[src/rtl/sl3p_deskew_pkg.sv]
// Shared types and helpers for the SL3P lane-deskew controller.
package sl3p_deskew_pkg;

    typedef enum logic [1:0] {
        IDLE,
        SEARCH,
        VERIFY,
        LOCKED
    } state_t;

    localparam int STATS_W = 16;

    // Width of a per-lane delay / arrival value; never below one bit.
    function automatic int calc_dw(input int max_skew);
        return (max_skew < 1) ? 1 : $clog2(max_skew + 1);
    endfunction

endpackage

[src/rtl/sl3p_skew_window.sv]
// Skew window: opens on the first marker ping, records per-lane arrival
// counts over MAX_SKEW+1 cycles, and reports missing/duplicate lanes on close.
module sl3p_skew_window
    import sl3p_deskew_pkg::*;
#(
    parameter int NUM_LN   = 16,
    parameter int MAX_SKEW = 7,
    parameter int DW       = calc_dw(MAX_SKEW)
) (
    input  logic                 clk,
    input  logic                 clr,
    input  logic [NUM_LN-1:0]    ping,
    output logic                 win_done,
    output logic [NUM_LN*DW-1:0] arrival,
    output logic [NUM_LN-1:0]    flags
);

    logic                 open_q;
    logic [DW-1:0]        cnt_q;
    logic [NUM_LN-1:0]    seen_q, dup_q;
    logic [NUM_LN*DW-1:0] arr_q;

    logic                 active, closing;
    logic [DW-1:0]        cur_cnt;
    logic [NUM_LN-1:0]    seen_d, dup_d;
    logic [NUM_LN*DW-1:0] arr_d;

    // The opening cycle counts as position 0 even though open_q is still low.
    always_comb begin
        cur_cnt = open_q ? cnt_q : '0;
        active  = open_q || (|ping);
        closing = active && (cur_cnt == DW'(MAX_SKEW));
        seen_d  = seen_q | ping;
        dup_d   = dup_q | (seen_q & ping);
        arr_d   = arr_q;
        for (int i = 0; i < NUM_LN; i++) begin
            if (ping[i] && !seen_q[i]) arr_d[i*DW +: DW] = cur_cnt;
        end
    end

    // NOTE: sequential state uses non-blocking assignments so every register
    // samples pre-edge values regardless of statement order.
    always_ff @(posedge clk) begin
        if (clr) begin
            open_q   <= 1'b0;
            cnt_q    <= '0;
            seen_q   <= '0;
            dup_q    <= '0;
            arr_q    <= '0;
            win_done <= 1'b0;
            arrival  <= '0;
            flags    <= '0;
        end else begin
            win_done <= closing;
            if (closing) begin
                arrival <= arr_d;
                flags   <= ~seen_d | dup_d;
                open_q  <= 1'b0;
                cnt_q   <= '0;
                seen_q  <= '0;
                dup_q   <= '0;
                arr_q   <= '0;
            end else if (active) begin
                open_q <= 1'b1;
                cnt_q  <= cur_cnt + 1'b1;
                seen_q <= seen_d;
                dup_q  <= dup_d;
                arr_q  <= arr_d;
            end
        end
    end

endmodule

[src/rtl/sl3p_deskew_align.sv]
// SL3P lane-deskew controller: window evaluation, delay qualification and lock FSM.
// Optional bad-window statistics counter enabled by SL3P_DESKEW_STATS_EN.
module sl3p_deskew_align
    import sl3p_deskew_pkg::*;
#(
    parameter int NUM_LN     = 16,
    parameter int MAX_SKEW   = 7,
    parameter int LOCK_CNT   = 3,
    parameter int UNLOCK_CNT = 2
) (
    input  logic                                 clk,
    input  logic                                 srst,
    input  logic                                 word_locked,
    input  logic [NUM_LN-1:0]                    am_ping,
    output logic [NUM_LN*calc_dw(MAX_SKEW)-1:0]  lane_dly,
    output logic                                 dly_valid,
    output logic                                 deskew_locked,
    output logic [NUM_LN-1:0]                    fallback_req
`ifdef SL3P_DESKEW_STATS_EN
   ,output logic [STATS_W-1:0]                   bad_win_cnt
`endif
);

    localparam int DW = calc_dw(MAX_SKEW);
    localparam int MW = $clog2(LOCK_CNT + 1);
    localparam int BW = $clog2(UNLOCK_CNT + 1);

    logic                 clr;
    logic [NUM_LN-1:0]    am_ping_r;
    logic                 win_done;
    logic [NUM_LN*DW-1:0] arrival, cand;
    logic [NUM_LN-1:0]    flags;
    logic [DW-1:0]        max_arr;
    logic                 good, bad, match;

    state_t               state_q, state_d;
    logic [MW-1:0]        match_cnt_q, match_cnt_d;
    logic [BW-1:0]        bad_cnt_q, bad_cnt_d;
    logic [NUM_LN*DW-1:0] dly_d;
    logic                 valid_d, lock_d;
    logic [NUM_LN-1:0]    fb_d;

    assign clr = srst || !word_locked;

    always_ff @(posedge clk) begin
        if (clr) am_ping_r <= '0;
        else     am_ping_r <= am_ping;
    end

    sl3p_skew_window #(
        .NUM_LN   (NUM_LN),
        .MAX_SKEW (MAX_SKEW),
        .DW       (DW)
    ) u_window (
        .clk      (clk),
        .clr      (clr),
        .ping     (am_ping_r),
        .win_done (win_done),
        .arrival  (arrival),
        .flags    (flags)
    );

    always_comb begin
        max_arr = '0;
        for (int i = 0; i < NUM_LN; i++) begin
            if (arrival[i*DW +: DW] > max_arr) max_arr = arrival[i*DW +: DW];
        end
        cand = '0;
        for (int i = 0; i < NUM_LN; i++) cand[i*DW +: DW] = max_arr - arrival[i*DW +: DW];
        good  = win_done && (flags == '0);
        bad   = win_done && (|flags);
        match = good && (cand == lane_dly);
    end

    // NOTE: every output of this block gets a default first, so no path can
    // leave a signal unassigned and infer a latch.
    always_comb begin
        state_d     = state_q;
        dly_d       = lane_dly;
        valid_d     = dly_valid;
        lock_d      = deskew_locked;
        fb_d        = '0;
        match_cnt_d = match_cnt_q;
        bad_cnt_d   = bad_cnt_q;
        case (state_q)
            IDLE: if (word_locked) state_d = SEARCH;
            SEARCH: begin
                if (good) begin
                    dly_d       = cand;
                    match_cnt_d = MW'(1);
                    if (LOCK_CNT == 1) begin
                        state_d   = LOCKED;
                        valid_d   = 1'b1;
                        lock_d    = 1'b1;
                        bad_cnt_d = '0;
                    end else begin
                        state_d = VERIFY;
                    end
                end else if (bad) begin
                    fb_d = flags;
                end
            end
            VERIFY: begin
                if (match) begin
                    if ((match_cnt_q + 1'b1) == MW'(LOCK_CNT)) begin
                        state_d   = LOCKED;
                        valid_d   = 1'b1;
                        lock_d    = 1'b1;
                        bad_cnt_d = '0;
                    end
                    match_cnt_d = match_cnt_q + 1'b1;
                end else if (good) begin
                    dly_d       = cand;
                    match_cnt_d = MW'(1);
                end else if (bad) begin
                    state_d = SEARCH;
                    fb_d    = flags;
                end
            end
            LOCKED: begin
                if (match) begin
                    bad_cnt_d = '0;
                end else if (win_done) begin
                    if ((bad_cnt_q + 1'b1) == BW'(UNLOCK_CNT)) begin
                        state_d     = SEARCH;
                        valid_d     = 1'b0;
                        lock_d      = 1'b0;
                        bad_cnt_d   = '0;
                        match_cnt_d = '0;
                    end else begin
                        bad_cnt_d = bad_cnt_q + 1'b1;
                    end
                end
            end
            default: state_d = IDLE;
        endcase
    end

    always_ff @(posedge clk) begin
        if (clr) begin
            state_q       <= IDLE;
            lane_dly      <= '0;
            dly_valid     <= 1'b0;
            deskew_locked <= 1'b0;
            fallback_req  <= '0;
            match_cnt_q   <= '0;
            bad_cnt_q     <= '0;
        end else begin
            state_q       <= state_d;
            lane_dly      <= dly_d;
            dly_valid     <= valid_d;
            deskew_locked <= lock_d;
            fallback_req  <= fb_d;
            match_cnt_q   <= match_cnt_d;
            bad_cnt_q     <= bad_cnt_d;
        end
    end

`ifdef SL3P_DESKEW_STATS_EN
    // Survives word_locked drops; only srst clears the statistics.
    always_ff @(posedge clk) begin
        if (srst) begin
            bad_win_cnt <= '0;
        end else if (word_locked && state_q != IDLE && bad_win_cnt != '1 &&
                     (bad || (good && !match && state_q inside {VERIFY, LOCKED}))) begin
            bad_win_cnt <= bad_win_cnt + 1'b1;
        end
    end
`endif

endmodule

[config.mk]
export PLATFORM = sky130hd
export DESIGN_NAME = sl3p_deskew_align
export DESIGN_NICKNAME = d
export VERILOG_FILES = /design/src/rtl/sl3p_deskew_pkg.sv /design/src/rtl/sl3p_skew_window.sv /design/src/rtl/sl3p_deskew_align.sv
export SDC_FILE = /design/constraint.sdc
export NUM_CORES = 1
export LEC_CHECK = 0
export BUFFER_PORTS_ARGS = -buffer_cell sky130_fd_sc_hd__buf_4
export CORE_UTILIZATION = 45
export DETAILED_ROUTE_END_ITERATION = 10
export SETUP_SLACK_MARGIN = 0.02
export SYNTH_ARGS = -nofsm -noshare
export SYNTH_HDL_FRONTEND = slang
export SYNTH_SLANG_ARGS = --single-unit
[constraint.sdc]
create_clock -name clk -period 21.8 [get_ports clk]
set_clock_uncertainty 0.1 [all_clocks]
set_input_delay 3.27 -clock clk [delete_from_list [all_inputs] [get_ports clk]]
set_output_delay 3.27 -clock clk [all_outputs]
set_load 0.01 [all_outputs]
Word level (Yosys, flattened, before mapping) --
Cells that the tools add are included.
Cells by class: add/subtract/negate cells 19, multiply operators 0, divide/modulo/power cells 0, $lt $le $gt $ge 16, equality and inequality tests 19, shift-type cells 0, muxes and demuxes 68, bitwise operators 5, reduce and logical (&&, ||, !) cells 52
Operators by type and width (number):
- $mux 3 | 33
- $mux 48 | 2
- $pmux 48 s2 | 1
- $eq 48x48->1 | 1
- $mux 16 | 3
- $or 16x16->16 | 3
- $sub 3x3->3 | 16
- $gt 3x3->1 | 15
- $mux 2 | 19
- $pmux 16 s2 | 1
- $reduce_or 16->1 | 2
- $logic_and 1x1->1 | 20
- $logic_not 1->1 | 17
- $and 16x16->16 | 1
- $logic_not 16->1 | 1
- $not 16->16 | 1
- $ne 2x2->1 const B | 7
- $ne 3x3->1 const B | 3
- $eq 2x2->1 const B | 4
- $pmux 2 s4 | 1
- $reduce_and 4->1 | 2
- $reduce_and 8->1 | 1
- $pmux 2 s3 | 1
- $reduce_and 6->1 | 1
- 16 further kinds | 23
Storage, ports and cells: register bits 236, bits in latches 0, RAM bits 0, ROM bits 0, input bits 19, output and inout bits 66, word-level logic and storage cells 194, memories kept 0

Depth between registers and ports, before layout --
depth in word-level cells 37, mapped depth 106, mapped depth without buffers 105

Hierarchy --
From an unflattened synthesis, not the netlist that was laid out.
Unflattened totals: cells, all modules 1374, area total of the unflattened synthesis 12862.3 um^2
Modules (own cells, without submodules):
- sl3p_deskew_align | times used 1, cells each 812, area an instance 7064.3 um^2, seq. area each 1741.7 um^2
- sl3p_skew_window | times used 1, cells each 562, area an instance 5798.1 um^2, seq. area each 2982.9 um^2

Worst setup path before layout --
Ideal clock, no wire load.
path kind reg2reg, start register u_window.arrival[1], end register match_cnt_q[1], library setup time 70 ps, data arrival time 20421 ps, data required time 21630 ps, path slack 1208 ps, stages on the path, launching flop included 99, path buffers 0, clock period less this slack 20592 ps, cells stage by stage dfxtp_1 > inv_1 > ha_1 > and2b_1 > o211a_1 > mux2_4 > ha_1 > and3_1 > a211o_1 > mux2_4 > ha_1 > nand2b_1 > a21oi_1 > nand2_1 > a31o_2 > inv_1 > ha_1 > a221oi_2 > [... 63 more ...] > ha_1 > nor2b_1 > o21ai_0 > a32oi_1 > nor2_1 > a22oi_1 > fa_1 > xnor2_1 > nand4b_1 > nor4_1 > nand3_1 > a2111oi_0 > nand3_1 > a211oi_1 > o211a_1 > o2111ai_4 > or4_1 > a21oi_1
Between the ends: cells in the longest elaborated chain, start to end 37, elaborated cells between the ends (all ways) 54, those cells by class add/sub (16); order compare (16); eq/ne (2); mux (18); reduce/logical (2)
Ends and longest elaborated chain:
- start: declaration | RTL line sl3p_skew_window.sv:14 | output logic [NUM_LN*DW-1:0] arrival,
- start signal: assignment | RTL line sl3p_skew_window.sv:56 | arrival <= arr_d;
- $gt 3x1->1 | RTL line sl3p_deskew_align.sv:66 | if (arrival[i*DW +: DW] > max_arr) max_arr = arrival[i*DW +: DW];
- $mux 3 | RTL line sl3p_deskew_align.sv:66
- $gt 3x3->1 | RTL line sl3p_deskew_align.sv:66
- $mux 3 | RTL line sl3p_deskew_align.sv:66
- $gt 3x3->1 | RTL line sl3p_deskew_align.sv:66
- $mux 3 | RTL line sl3p_deskew_align.sv:66
- $gt 3x3->1 | RTL line sl3p_deskew_align.sv:66
- $mux 3 | RTL line sl3p_deskew_align.sv:66
- [... 21 more ...]
- $mux 3 | RTL line sl3p_deskew_align.sv:66
- $gt 3x3->1 | RTL line sl3p_deskew_align.sv:66
- $mux 3 | RTL line sl3p_deskew_align.sv:66
- $sub 3x3->3 | RTL line sl3p_deskew_align.sv:69 | for (int i = 0; i < NUM_LN; i++) cand[i*DW +: DW] = max_arr - arrival[i*DW +: DW];
- $eq 48x48->1 * | RTL line sl3p_deskew_align.sv:72 | match = good && (cand == lane_dly);
- $logic_and 1x1->1 * | RTL line sl3p_deskew_align.sv:72
- $mux 2 / $ne 2x2->1 (equally long branches)
- $pmux 2 s3 / $reduce_and 4->1 (equally long branches)
- end signal: assignment | RTL line sl3p_deskew_align.sv:154 | match_cnt_q <= match_cnt_d;
- end: declaration | RTL line sl3p_deskew_align.sv:37 | logic [MW-1:0] match_cnt_q, match_cnt_d;
Mark *: on every way between the ends. The rest lies on a longest branch, timed or not. A chain may end at the register's enable or synchronous reset.

Final worst setup path --
start register u_window.arrival[1], end register lane_dly[24]
Between the ends: cells in the longest elaborated chain, start to end 37, elaborated cells between the ends (all ways) 55, those cells by class add/sub (16); order compare (16); eq/ne (2); mux (19); reduce/logical (2)
Ends and longest elaborated chain:
- $gt 3x1->1 | RTL line sl3p_deskew_align.sv:66
- $mux 3 | RTL line sl3p_deskew_align.sv:66
- $gt 3x3->1 | RTL line sl3p_deskew_align.sv:66
- $mux 3 | RTL line sl3p_deskew_align.sv:66
- $gt 3x3->1 | RTL line sl3p_deskew_align.sv:66
- $mux 3 | RTL line sl3p_deskew_align.sv:66
- $gt 3x3->1 | RTL line sl3p_deskew_align.sv:66
- $mux 3 | RTL line sl3p_deskew_align.sv:66
- [... 21 more ...]
- $mux 3 | RTL line sl3p_deskew_align.sv:66
- $gt 3x3->1 | RTL line sl3p_deskew_align.sv:66
- $mux 3 | RTL line sl3p_deskew_align.sv:66
- $sub 3x3->3 | RTL line sl3p_deskew_align.sv:69
- $eq 48x48->1 | RTL line sl3p_deskew_align.sv:72
- $logic_and 1x1->1 | RTL line sl3p_deskew_align.sv:72
- $ne 2x2->1 (no line)
- $reduce_and 2->1 (no line)
- end signal: assignment | RTL line sl3p_deskew_align.sv:150 | lane_dly <= dly_d;
- end: declaration | RTL line sl3p_deskew_align.sv:15 | output logic [NUM_LN*calc_dw(MAX_SKEW)-1:0] lane_dly,
Several ways; a longest one is shown, not always the timed one. The select of a mux whose other input is x is not followed.

==> results.toml <==
[logic_synthesis]
synthTopCellsByCount = "dfxtp_1 (236), nor2_1 (160), a21oi_1 (99)"
seq_area_frac_synth_pct = 39.3
synth_area_leaders = "dfxtp_1 (39%), ha_1 (7.2%), xnor2_1 (5.6%)"
synth_top_area_share_pct = 39.3
syn_nets = 1460
avgSynthCellArea_um2 = 8.87
synth_edf_count = 0
yosysMostFrequentCell = "dfxtp_1"
syn_inst = 1356
synth_flop_cell = "dfxtp_1"
syn_area_um2 = 12000
yosysWarnings = 0
synthDistinctLibCells = 83
yosys_register_bits = 236
synth_async_sr_flop_share_pct = 0
yosys.area.top_type = "dfxtp_1"

[floorplanning]
start_util_pct = 46.0
fp.dieH_um = 166
fp-row-count = 59
io_pins = 85
core_area_um2 = 26100
die_x_um = 166
dieArea_um2 = 27400

[sta]
fmax_mhz = 48.5
finalCriticalPeriod_ns = 20.62
worst_pin_slew_ns = 1.13
drv_slew = 0
slew_headroom_pct = 24.6
finalSetupViolations = 0
fin_crit_sh_pct = 94.6
finalHoldViolCount = 0
holdWs_ns = 0.368

[setup_path]
setup.worst_path.end_class = "register"
crit_buf_inv = 9
slowest_stage = "or3_2"
worstPathRequired_ns = 22.10
crit_family = "simple AND/OR/NAND/NOR gates"
crit_fanout = 32
crit_path_frequent_cell = "ha_1"
crit_type = "register to register"
slowest_delay_ns = 0.51
cp.arrival_ns = 20.92
start_kind = "register"

[clock_tree]
holdBufCountCts = 0
clk_latency_ns = 0.55
cts_buffers = 26
clockRootBuffer = "clkbuf_16"
cts_tree = "yes"
clock_sinks = 236
path_clk_slew_ns = 0.06
clk_path_buf_depth = 3
htreeDepth = 1

[detailed_routing]
drtIter0Drc = 851
vias_per_cell = 5.49
avgRoutedWirePerCell_um = 17.5
ant_nets = 0
first_pass_iters = 9
drc = 24
num_vias = 9843
drt-total-wl_um = 31300

[grt]
grt_pass1_wl_um = 47800
grt_usage_pct = 22.2
first_global_vias = 8724
grt_start_max_net_pins = 106
grt_overflow = 0
antenna_found_initial = 0

[final_layout]
syn_to_final_growth_pct = 18.5
fin_cells = 1793
finalCoreUtilization_pct = 54.6
drive_gt1_share_pct = 15.0
nFillCells = 2409
antenna_cells = 0
design_area_um2 = 14300
nNetsFinal = 1544

[place]
port_buffers = 84
placed_cells = 1722
gp_congestion = 0.922
placed_cell_area_um2 = 13000
place_hpwl_um = 22100

[hold_path]
hold_path.class = "register to register"

[status]
status = "finished with violations"
violations = "design-rule violations"

[pwr]
power_leakage_nw = 5.35
ir_worst_vdd_uv = 50.2
powerDensity_nw_per_um2 = 64.1

[job]
maxCapViolCount = 0
area by class of cell:
cell class                      count  area [um^2]  area share (%)
Multi-Input combinational cell   1018         7090            49.7
Sequential cell                   236         4720            33.1
Tap cell                          335          419            2.94
Timing Repair Buffer              121          988            6.93
Inverter                           37          139           0.974
Clock inverter                      7          114           0.798
Clock buffer                       39          790            5.53
state kept, by name (all words and copies together) (netlist names):
register	cells
u_window.arr_q	48
state_q	2
u_window.flags	16
match_cnt_q	2
bad_cnt_q	2
u_window.seen_q	16
am_ping_r	16
u_window.win_done	1
lane_dly	48
fallback_req	16
deskew_locked	1
u_window.arrival	48
u_window.dup_q	16
u_window.open_q	1
u_window.cnt_q	3
metal layers:
layer / vias to the layer above / GRT usage (%) / share of wire, %
met5: - / 0 / 0
met2: 255 / 34.2 / 44
met1: 4608 / 32.1 / 48
li1: 4926 / - / -
met3: 54 / 3.02 / 5.1
met4: 0 / 5.95 / 2.3
worst paths after layout:
kind / start / endpoint / slack (ns) / cells past startpoint
setup / recovery: u_window.arrival[1] / lane_dly[24] / 1.18 / 102
hold / removal: u_window.dup_q[3] / u_window.dup_q[3] / 0.37 / 2
setup reg to reg: u_window.arrival[1] / lane_dly[24] / 1.18 / 102
hold reg to reg: u_window.dup_q[3] / u_window.dup_q[3] / 0.37 / 2
cell usage in the layout, fill, tap and decap left out, types with 8 or more instances in the layout:
master	count
nor3_1	10
xnor2_1	76
o21ai_0	92
a21oi_1	94
o21ai_1	16
fa_1	16
nor4_1	17
nand3_1	28
nand2b_1	8
o21a_1	8
nand2_1	89
or3_1	35
and3_1	8
buf_4	114
ha_1	69
inv_1	37
and2_1	38
o22ai_1	23
mux2i_1	59
clkbuf_8	9
nor2b_1	25
dfxtp_1	236
xor2_1	17
clkbuf_16	28
nor2_1	159
timing repair:
action,4_1_cts,5_1_grt
gates resized for setup,0,32
endpoints found under the setup margin,0,55
buffers inserted,0,23
where the power goes:
| part | switching, mW | leakage, nW | total [mW] | internal [mW] |
|---|---|---|---|---|
| Sequential | 0.00300 | 1.90 | 0.437 | 0.434 |
| Clock | 0.180 | 0.445 | 0.454 | 0.274 |
| Combinational | 0.0143 | 3.00 | 0.0230 | 0.00872 |
kinds of logic (layout without fill, tap and decap cells):
logic type / after synthesis / after routing / synth area share (%)
buffers and inverters: 102 / 204 / 3.30
DFF: 236 / 236 / 39.3
adders and majority gates: 85 / 85 / 9.84
AOI/OAI and AO/OA: 317 / 317 / 16.4
muxes: 64 / 64 / 5.46
xor gates and xnor gates: 96 / 96 / 7.23
and+or+nand+nor: 456 / 456 / 18.5
worst register-to-register path, delay by kind of cell, from the launching register on:
kind	cells	cell delay (ns)
xor+xnor	1	0.25
buf+inv	9	1.04
simple gates	38	6.73
fa+ha+maj	17	4.76
flops	1	0.36
compound gates	32	5.89
mux	5	1.35
stage by stage:
stage               setup WS [ns]  total power [mW]  TNS (ns)
global placement            0.816             0.469         0
detailed placement          0.242             0.469         0
finish                       1.18             0.914         0
CTS                         0.189             0.924         0
global route               -0.113             0.943     -3.97
floorplan                    1.21             0.461         0
Power figures use the tool's default switching activity.
